--- src/rtl/axi_slave_shim.sv ---
// AXI4 subordinate shim: turns AW/W/AR bursts into single-beat accesses on a
// 64-bit SRAM-style port, one transaction in flight, one registered R beat.
package ariane_axi;
    localparam int unsigned IdWidth = 4;

    typedef struct packed {
        logic [IdWidth-1:0] id;
        logic [63:0]        addr;
        logic [7:0]         len;
        logic [2:0]         size;
        logic [1:0]         burst;
        logic [5:0]         atop;
    } aw_chan_t;

    typedef struct packed {
        logic [IdWidth-1:0] id;
        logic [63:0]        addr;
        logic [7:0]         len;
        logic [2:0]         size;
        logic [1:0]         burst;
    } ar_chan_t;

    typedef struct packed {
        logic [63:0] data;
        logic [7:0]  strb;
        logic        last;
    } w_chan_t;

    typedef struct packed {
        logic [IdWidth-1:0] id;
        logic [1:0]         resp;
    } b_chan_t;

    typedef struct packed {
        logic [IdWidth-1:0] id;
        logic [63:0]        data;
        logic [1:0]         resp;
        logic               last;
    } r_chan_t;

    typedef struct packed {
        aw_chan_t aw;
        logic     aw_valid;
        w_chan_t  w;
        logic     w_valid;
        logic     b_ready;
        ar_chan_t ar;
        logic     ar_valid;
        logic     r_ready;
    } req_t;

    typedef struct packed {
        logic    aw_ready;
        logic    ar_ready;
        logic    w_ready;
        logic    b_valid;
        b_chan_t b;
        logic    r_valid;
        r_chan_t r;
    } resp_t;
endpackage

module axi_slave_shim #(
    parameter int unsigned AxiNumWords = 4,
    parameter int unsigned AxiIdWidth  = 4
) (
    input  logic              clk_i,
    input  logic              rst_i,
    input  ariane_axi::req_t  axi_req_i,
    output ariane_axi::resp_t axi_resp_o,
    output logic              mem_req_o,
    input  logic              mem_gnt_i,
    output logic              mem_we_o,
    output logic [63:0]       mem_addr_o,
    output logic [63:0]       mem_wdata_o,
    output logic [7:0]        mem_be_o,
    input  logic              mem_rvalid_i,
    input  logic [63:0]       mem_rdata_i
);
    localparam logic [7:0] MaxLen = 8'(AxiNumWords - 1);

    typedef enum logic [2:0] {IDLE, WR_DATA, WR_RESP, RD_REQ, RD_WAIT, RD_DATA} state_e;

    state_e                state_q;
    logic [AxiIdWidth-1:0] id_q;
    logic [63:0]           addr_q, rdata_q, next_addr;
    logic [7:0]            len_q, cnt_q;
    logic [2:0]            size_q;
    logic [1:0]            burst_q;
    logic                  err_q, drop_q, rr_q;
    logic                  aw_hs, ar_hs, w_hs, last_beat;

    // rr_q=1 hands the next AW/AR tie to the read side
    assign aw_hs = (state_q == IDLE) & axi_req_i.aw_valid & (~axi_req_i.ar_valid | ~rr_q);
    assign ar_hs = (state_q == IDLE) & axi_req_i.ar_valid & (~axi_req_i.aw_valid | rr_q);
    assign w_hs  = (state_q == WR_DATA) & axi_req_i.w_valid & (drop_q | mem_gnt_i);
    assign last_beat = (cnt_q == len_q);
    assign next_addr = (burst_q == 2'b01 || burst_q == 2'b10) ? addr_q + (64'd1 << size_q) : addr_q;

    // drop_q: burst rejected at capture, never touches memory; err_q: reported as SLVERR
    always_ff @(posedge clk_i) begin
        if (rst_i) begin
            state_q <= IDLE;
            id_q    <= '0;
            addr_q  <= '0;
            rdata_q <= '0;
            len_q   <= '0;
            cnt_q   <= '0;
            size_q  <= '0;
            burst_q <= '0;
            err_q   <= 1'b0;
            drop_q  <= 1'b0;
            rr_q    <= 1'b0;
        end else begin
            case (state_q)
                IDLE: begin
                    if (aw_hs) begin
                        id_q    <= axi_req_i.aw.id;
                        addr_q  <= axi_req_i.aw.addr;
                        len_q   <= axi_req_i.aw.len;
                        size_q  <= axi_req_i.aw.size;
                        burst_q <= axi_req_i.aw.burst;
                        cnt_q   <= '0;
                        err_q   <= (axi_req_i.aw.len > MaxLen) | (axi_req_i.aw.atop != '0);
                        drop_q  <= (axi_req_i.aw.len > MaxLen) | (axi_req_i.aw.atop != '0);
                        if (axi_req_i.ar_valid) rr_q <= 1'b1;
                        state_q <= WR_DATA;
                    end else if (ar_hs) begin
                        id_q    <= axi_req_i.ar.id;
                        addr_q  <= axi_req_i.ar.addr;
                        len_q   <= axi_req_i.ar.len;
                        size_q  <= axi_req_i.ar.size;
                        burst_q <= axi_req_i.ar.burst;
                        cnt_q   <= '0;
                        err_q   <= (axi_req_i.ar.len > MaxLen);
                        drop_q  <= (axi_req_i.ar.len > MaxLen);
                        if (axi_req_i.aw_valid) rr_q <= 1'b0;
                        state_q <= RD_REQ;
                    end
                end
                WR_DATA: if (w_hs) begin
                    cnt_q  <= cnt_q + 8'd1;
                    addr_q <= next_addr;
                    if (axi_req_i.w.last != last_beat) err_q <= 1'b1;
                    if (last_beat) state_q <= WR_RESP;
                end
                WR_RESP: if (axi_req_i.b_ready) state_q <= IDLE;
                RD_REQ: begin
                    if (drop_q) begin
                        rdata_q <= '0;
                        state_q <= RD_DATA;
                    end else if (mem_gnt_i) begin
                        state_q <= RD_WAIT;
                    end
                end
                RD_WAIT: if (mem_rvalid_i) begin
                    rdata_q <= mem_rdata_i;
                    state_q <= RD_DATA;
                end
                RD_DATA: if (axi_req_i.r_ready) begin
                    if (last_beat) begin
                        state_q <= IDLE;
                    end else begin
                        cnt_q   <= cnt_q + 8'd1;
                        addr_q  <= next_addr;
                        state_q <= RD_REQ;
                    end
                end
                default: state_q <= IDLE;
            endcase
        end
    end

    always_comb begin
        axi_resp_o          = '0;
        axi_resp_o.aw_ready = aw_hs;
        axi_resp_o.ar_ready = ar_hs;
        axi_resp_o.w_ready  = w_hs;
        axi_resp_o.b_valid  = (state_q == WR_RESP);
        axi_resp_o.b.id     = id_q;
        axi_resp_o.b.resp   = err_q ? 2'b10 : 2'b00;
        axi_resp_o.r_valid  = (state_q == RD_DATA);
        axi_resp_o.r.id     = id_q;
        axi_resp_o.r.data   = rdata_q;
        axi_resp_o.r.resp   = err_q ? 2'b10 : 2'b00;
        axi_resp_o.r.last   = (state_q == RD_DATA) & last_beat;
    end

    assign mem_req_o   = ~drop_q & (((state_q == WR_DATA) & axi_req_i.w_valid) | (state_q == RD_REQ));
    assign mem_we_o    = (state_q == WR_DATA);
    assign mem_addr_o  = addr_q;
    assign mem_wdata_o = (state_q == WR_DATA) ? axi_req_i.w.data : 64'd0;
    assign mem_be_o    = (state_q == WR_DATA) ? axi_req_i.w.strb :
                         (state_q == RD_REQ)  ? 8'hFF : 8'h00;
endmodule
--- config.mk ---
export PLATFORM = sky130hd
export DESIGN_NAME = axi_slave_shim
export DESIGN_NICKNAME = d
export VERILOG_FILES = /design/src/rtl/axi_slave_shim.sv
export SDC_FILE = /design/constraint.sdc
export NUM_CORES = 1
export LEC_CHECK = 0
export ABC_AREA = 1
export BUFFER_PORTS_ARGS = -buffer_cell sky130_fd_sc_hd__buf_2
export CELL_PAD_IN_SITES_DETAIL_PLACEMENT = 1
export CELL_PAD_IN_SITES_GLOBAL_PLACEMENT = 1
export CORE_AREA = 4 4 205 207
export DETAILED_ROUTE_END_ITERATION = 7
export DIE_AREA = 0 0 209 211
export GPL_TIMING_DRIVEN = 0
export PLACE_DENSITY_LB_ADDON = 0.1
export SYNTH_ARGS = -nofsm -noshare
export SYNTH_HDL_FRONTEND = slang
export SYNTH_SLANG_ARGS = --single-unit
--- constraint.sdc ---
create_clock -name clk_i -period 3.7 [get_ports clk_i]
set_input_delay 0.74 -clock clk_i [delete_from_list [all_inputs] [get_ports clk_i]]
set_output_delay 0.74 -clock clk_i [all_outputs]
set_load 0.01 [all_outputs]
==> results of run 1 <==
[through the flow]
stage / hold WS [ps] / total power [uW] / area (um2) / worst slack (ps)
after global placement: 452.4 / 8566 / 14340 / 424.7
final: 472.7 / 10470 / 14960 / 281.9
after floorplan: 442.3 / 6293 / 11020 / 1247
after CTS: 478.0 / 10590 / 14940 / 292.7
after detailed placement: 465.6 / 8668 / 14340 / 315.1
after global routing: 509.0 / 11390 / 14950 / 71.70
[cells in the final DEF, fill, tap and decap left out, drive strengths merged, types with 2 or more instances in the layout]
cell type and n:
inv 229, clkinv 2, a22oi 63, buf 580, nand4 31, conb 2, nand3 105, nand3b 2
nor4 3, a21oi 131, ha 9, diode 6, clkbuf 69, nor2 369, nand2 584, xor2 10
a21boi 2, a31oi 19, and3 2, dfxtp 159, o21ai 63, nor3 16, xnor2 8, and2 3
or2 7
[cell families after synthesis]
family | synth area share
AO/OA/AOI/OAI | 0.1492
XOR/XNOR | 0.01431
adder cells (fa/ha/maj) | 0.01204
buffers and inverters | 0.1232
flip-flops | 0.2889
other | 0.0003404
AND/OR/NAND/NOR | 0.4119
[sequential cells by signal, indices dropped and copies added (netlist names)]
signal	flops
burst_q	2
rr_q	1
drop_q	1
cnt_q	8
state_q	3
err_q	1
len_q	8
rdata_q	64
mem_addr_o	64
size_q	3
id_q	4
[layout make-up]
| type | instances | area, um2 | share of cell area |
|---|---|---|---|
| sequential | 159 | 3183 | 0.2128 |
| inverter | 221 | 832.0 | 0.05563 |
| buffer | 99 | 525.5 | 0.03513 |
| clock inverter | 12 | 136.4 | 0.009118 |
| clock buffer | 20 | 466.7 | 0.03120 |
| antenna | 6 | 15.01 | 0.001004 |
| multi-input combinational | 1434 | 6480 | 0.4332 |
| tap | 532 | 665.6 | 0.04450 |
| timing repair buffer | 530 | 2653 | 0.1773 |
[layer usage]
layer | global-route usage | up-vias | wire length [um]
li1 | - | 7164 | -
met3 | 0.06253 | 53 | 3499
met4 | 0.05963 | 10 | 1115
met1 | 0.3328 | 6865 | 26280
met5 | 0 | - | 68
met2 | 0.4641 | 373 | 29540
[power groups by stage]
stage	logic [uW]	clock network, uW	registers (uW)
global placement	5800	0	2760
finish	5840	1880	2750
detailed placement	5890	0	2780
global route	6590	1990	2810
floorplan	3600	0	2690
CTS	5920	1920	2740
[worst max-delay path, stage by stage (launching register included)]
cell and delay (ps):
sky130_fd_sc_hd__dfxtp_1 470, sky130_fd_sc_hd__inv_1 140, sky130_fd_sc_hd__nor3_1 210, sky130_fd_sc_hd__ha_1 320, sky130_fd_sc_hd__nand2_1 150, sky130_fd_sc_hd__inv_1 60, sky130_fd_sc_hd__a21boi_0 510, sky130_fd_sc_hd__nand3_1 700
sky130_fd_sc_hd__nand2_1 310, sky130_fd_sc_hd__inv_1 140, sky130_fd_sc_hd__nand2_1 80, sky130_fd_sc_hd__nand3_1 70, sky130_fd_sc_hd__nand2_1 90, sky130_fd_sc_hd__nand2_1 50, sky130_fd_sc_hd__inv_1 50
[final timing paths]
kind,to,depth (start not counted),startpoint
hold / removal,rdata_q[63],2,rdata_q[63]
hold reg to reg,rdata_q[63],2,rdata_q[63]
setup / recovery,mem_addr_o[33],14,size_q[0]
setup reg to reg,mem_addr_o[33],14,size_q[0]
==> out/results.md, run 1 <==
* outcome: completed
* number of violations of the max-capacitance limit: 0
* setup slack of the worst register-to-register path: 280 ps
* Setup crit end kind: register
* width of the die: 209 um
* clock power share: 0.179
* path type of the worst min-delay path: reg -> reg
* Cells after Synth: 1,912
* Setup Buffers After CTS: 0
* P_int: 5158 uW
* switching power as a share of total power: 0.5074
* clock latency of the later-clocked register in the worst-skew pair: 460 ps
* Post-layout nets: 2,786
* worst setup path class: reg -> reg
* IO Count: 534
* kind of start point of the critical path: register
* setup tns final: 0 ps
* Leak Pwr: 0.007769 uW
* most used standard cell by instance count after synthesis: sky130_fd_sc_hd__nand2_1
* total count of hold-check failures in the final report: 0
* Core Box Area: 40,370 um2
* overall die height: 211 um
* fraction of final layout cells sized beyond drive strength 1: 0.2574
* placed instance count: 2,975
* number of enable-type register cells in the synthesized netlist: 0
* slew at the pin closest to its max-slew limit: 909.5 ps
* maximum number of buffers from clock root to sink: 2
* via density per instance: 4.801
* Final Cycle Share: 0.9238
* number of levels the H-tree was split into: 4
* Post-synth ARST share: 0
* maximum number of pins on one net before global-route repair: 17
* Post-Route WL: 60.50 mm
* clk sink count: 159
* cell type with the largest total area after synthesis: sky130_fd_sc_hd__dfxtp_1
* Critical Path Fanout Max: 10
* largest vdd supply drop: 0.3611 mV
* Initial DRC Count: 736
* initial antenna violation count: 11
* average footprint of a synthesized cell: 5.762 um2
* shortest period the worst path allows: 3418 ps
* global-route wire length before repair: 90.44 mm
* Global Route Usage Sum: 0.2649
* biggest area contributors in the synthesized netlist: sky130_fd_sc_hd__dfxtp_1 29%, sky130_fd_sc_hd__nand2_1 20%, sky130_fd_sc_hd__nor2_1 12%
* setup repair after global routing missed its margin: false
* number of rows in the core area: 74
* required arrival time at the worst endpoint: 4100 ps
* Cell variety after synth: 40
* number of synthesized register bits: 159
* clock buffer count from CTS: 17
* highest clock frequency the design can meet: 292.6 MHz
* synthesis-to-finish area growth: 35.76%
* TritonCTS clock tree: yes
* via count of the first global-routing pass: 15.00k
* number of buffers inserted for hold repair after clock tree synthesis: 0
* die area: 44,100 um2
* data arrival time of the critical path: 3820 ps
* worst clock skew: 13.74 ps
* max-slew violation count: 0
* total number of vias: 14.47k
* part of the Yosys area used for sequential elements: 0.2889
* Max-Slew Margin vs Limit: 0.3937
* power density over the cells: 700.1 nW/um2
* number of standard cells in the final layout excluding fillers: 3,013
* Setup Viol. Count Final: 0
* effective utilization at floorplan: 0.2729
* Gates resized, CTS repair: 0
* share of the core filled with cells in the final layout: 0.3705
* switching power: 5313 uW
* detailed-placement wirelength estimate: 50.52 mm
* GR Overflow Total: 0
* most frequent cells after synthesis: 582 x sky130_fd_sc_hd__nand2_1, 365 x sky130_fd_sc_hd__nor2_1, 216 x sky130_fd_sc_hd__inv_1
* GPL Wtd Cong: 0.9345
* synth warn: 0
* Syn Std Cell Area: 11,020 um2
* layout filler cell count: 5,584
* average routed wire per standard cell: 20.08 um
* logic gate share of total power: 0.558
* most used flip-flop cell after synthesis: sky130_fd_sc_hd__dfxtp_1
* number of nets with antenna violations after detailed routing: 0
* sequential power share: 0.263
* DRC violations left: 0
* detailed-routing iteration count for the pre-antenna-repair pass: 5
* clock slew seen by the registers of the worst setup and hold paths: 70 ps
* root buffer selected by CTS: sky130_fd_sc_hd__clkbuf_16
* number of I/O port buffers: 530
* portion of synthesized cell area occupied by the leading cell type: 0.2889
(Power assumes the default switching activity.)
==> inputs of run 2 (changes only) <==
- PLACE_DENSITY_LB_ADDON: 0.1 -> 0.15
==> run 2 against run 1 <==
Critical endpoint is now mem_wdata_o[56]. Highest routed layer unchanged. Largest cell class unchanged. Via count grew 1.6%. Cell count grew 0.40%. First-iteration DRC count grew 21%. Design area shrank 0.16%. Global-route usage grew 1.1 points. Critical path depth shrank 5. Flip-flop and latch count is the same. Fmax shrank 1.2%.
==> out/results.md, run 2 (synthesis gave the netlist of run 1 again) <==
* total number of vias: 14.69k, +1.6%
* shortest period the worst path allows: 3460 ps, +42.29 ps
* kind of start point of the critical path: register
* die area: 44,100 um2, unchanged
* reg2reg end: mem_addr_o[33]
* GPL Wtd Cong: 0.9369, +0.26%
* outcome: completed
* average routed wire per standard cell: 20.93 um, +4.2%
* total count of hold-check failures in the final report: 0, unchanged
* Setup Buffers After CTS: 0, unchanged
* Critical Path Fanout Max: 10, unchanged
* setup repair after global routing missed its margin: false
* required arrival time at the worst endpoint: 2960 ps, -1140 ps
* Final Cycle Share: 0.9352, +0.01143
* synthesis-to-finish area growth: 35.55%
* TritonCTS clock tree: yes
* clk sink count: 159, unchanged
* global-route wire length before repair: 92.76 mm, +2.6%
* effective utilization at floorplan: 0.2729, unchanged
* hold path endpoint: err_q
* worst clock skew: 14.56 ps, +0.8259 ps
* initial antenna violation count: 21, +10
* Setup crit end kind: output port
* GR Overflow Total: 0, unchanged
* Post-layout nets: 2,786, unchanged
* Core Box Area: 40,370 um2, unchanged
* setup slack of the worst register-to-register path: 400 ps, +120 ps
* Setup Viol. Count Final: 0, unchanged
* most frequent cells in the layout: 582 x sky130_fd_sc_hd__nand2_1, 551 x sky130_fd_sc_hd__buf_2, 365 x sky130_fd_sc_hd__nor2_1
* number of violations of the max-capacitance limit: 0, unchanged
* setup tns final: 0 ps, unchanged
* data arrival time of the critical path: 2720 ps, -1100 ps
* largest vdd supply drop: 0.4153 mV, +15%
* worst hold path stage count: 2, unchanged
* Post-Route WL: 63.30 mm, +4.6%
* slew at the pin closest to its max-slew limit: 931.4 ps, +21.97 ps
* number of levels the H-tree was split into: 4, unchanged
* worst setup path class: reg -> out
* Global Route Usage Sum: 0.2756, +0.01071
* detailed-placement wirelength estimate: 52.38 mm, +3.7%
* number of nets with antenna violations after detailed routing: 0, unchanged
* root buffer selected by CTS: sky130_fd_sc_hd__clkbuf_16
* Initial DRC Count: 891, +21%
* Leak Pwr: 0.007748 uW, -0.26%
* via density per instance: 4.857, +1.2%
* highest clock frequency the design can meet: 289.0 MHz, -1.2%
* placed instance area: 14,340 um2, unchanged
* clock latency of the later-clocked register in the worst-skew pair: 460 ps, about the same
* most common library cell in the layout ignoring fill and taps: sky130_fd_sc_hd__nand2_1
* max-slew violation count: 0, unchanged
* Gates resized, CTS repair: 0, unchanged
* Max-Slew Margin vs Limit: 0.3790, -0.01464
* hold path startpoint: err_q
* number of rows in the core area: 74, unchanged
* clock slew seen by the registers of the worst setup and hold paths: 70 ps, about the same
* detailed-routing iteration count for the pre-antenna-repair pass: 5, unchanged
* clock buffer count from CTS: 17, unchanged
* number of I/O port buffers: 530, unchanged
* path type of the worst min-delay path: reg -> reg
* overall die height: 211 um, unchanged
* DRC violations left: 0, unchanged
* final design area excluding fillers: 14,930 um2, -0.16%
* number of buffers inserted for hold repair after clock tree synthesis: 0, unchanged
* fraction of final layout cells sized beyond drive strength 1: 0.2574, unchanged
* maximum number of pins on one net before global-route repair: 17, unchanged
* maximum number of buffers from clock root to sink: 2, unchanged
* startpoint of the most critical register-to-register path: size_q[0]
* number of cell instances on the worst register-to-register path: 14, unchanged
* power density over the cells: 696.7 nW/um2, -0.48%
* via count of the first global-routing pass: 15.19k, +1.3%
* width of the die: 209 um, unchanged
* IO Count: 534, unchanged
-- run 2: layout make-up --
cell class              instances  area [um2]
multi-input cells            1434        6485
plain buffers                  99       525.5
repair buffers                530        2653
diodes                         18       45.04
clock inverters                13       101.3
clock buffers                  19       442.9
well taps                     532       665.6
flip-flops and latches        159        3183
fillers                      5640       25440
inverters                     221       832.0
-- run 2: critical path, stage by stage (launching register included) --
cell and delay [ps]:
sky130_fd_sc_hd__dfxtp_1 330, sky130_fd_sc_hd__buf_6 160, sky130_fd_sc_hd__inv_4 70, sky130_fd_sc_hd__nand2_4 100, sky130_fd_sc_hd__nor2_4 70, sky130_fd_sc_hd__inv_1 120
sky130_fd_sc_hd__clkbuf_1 550, sky130_fd_sc_hd__buf_1 570, sky130_fd_sc_hd__nor2_1 120, sky130_fd_sc_hd__buf_2 170
-- run 2: worst max path at each step --
stage	end	cells after the start	startpoint	slack (ps)
after floorplan	axi_resp_o[81]	6	axi_req_i[158]	1250
after detailed placement	mem_addr_o[33]	14	size_q[0]	340
after global placement	axi_resp_o[81]	8	axi_req_i[1]	420
final	mem_wdata_o[56]	9	state_q[1]	240
after global routing	mem_wdata_o[56]	9	state_q[1]	5
after CTS	mem_wdata_o[56]	9	state_q[1]	210
-- run 2: stage by stage --
step | utilization | setup slack [ps] | power [uW] | hold WS (ps) | std cells
floorplan | - | 1247 | 6293 | 442.3 | 1913
global placement | 0.3552 | 415.2 | 8588 | 452.5 | 2975
detailed placement | 0.3552 | 339.9 | 8727 | 464.9 | 2975
CTS | 0.3687 | 210.4 | 10480 | 475.9 | 3007
global route | 0.3696 | 5.163 | 11280 | 521.4 | 3020
finish | 0.3699 | 239.6 | 10400 | 481.2 | 3025
-- run 2: layer usage --
layer	vias up	track usage	part of all wire
met5	-	0	0.00054
li1	7170	-	-
met4	6	0.08191	0.019
met1	6991	0.3425	0.43
met2	462	0.4733	0.48
met3	62	0.07055	0.068
-- run 2: where the power goes --
| part | internal, uW | switching (uW) | leakage [uW] |
|---|---|---|---|
| logic | 2000 | 3940 | 0.00618 |
| clock network | 889 | 833 | 0.000269 |
| registers | 2150 | 598 | 0.00130 |
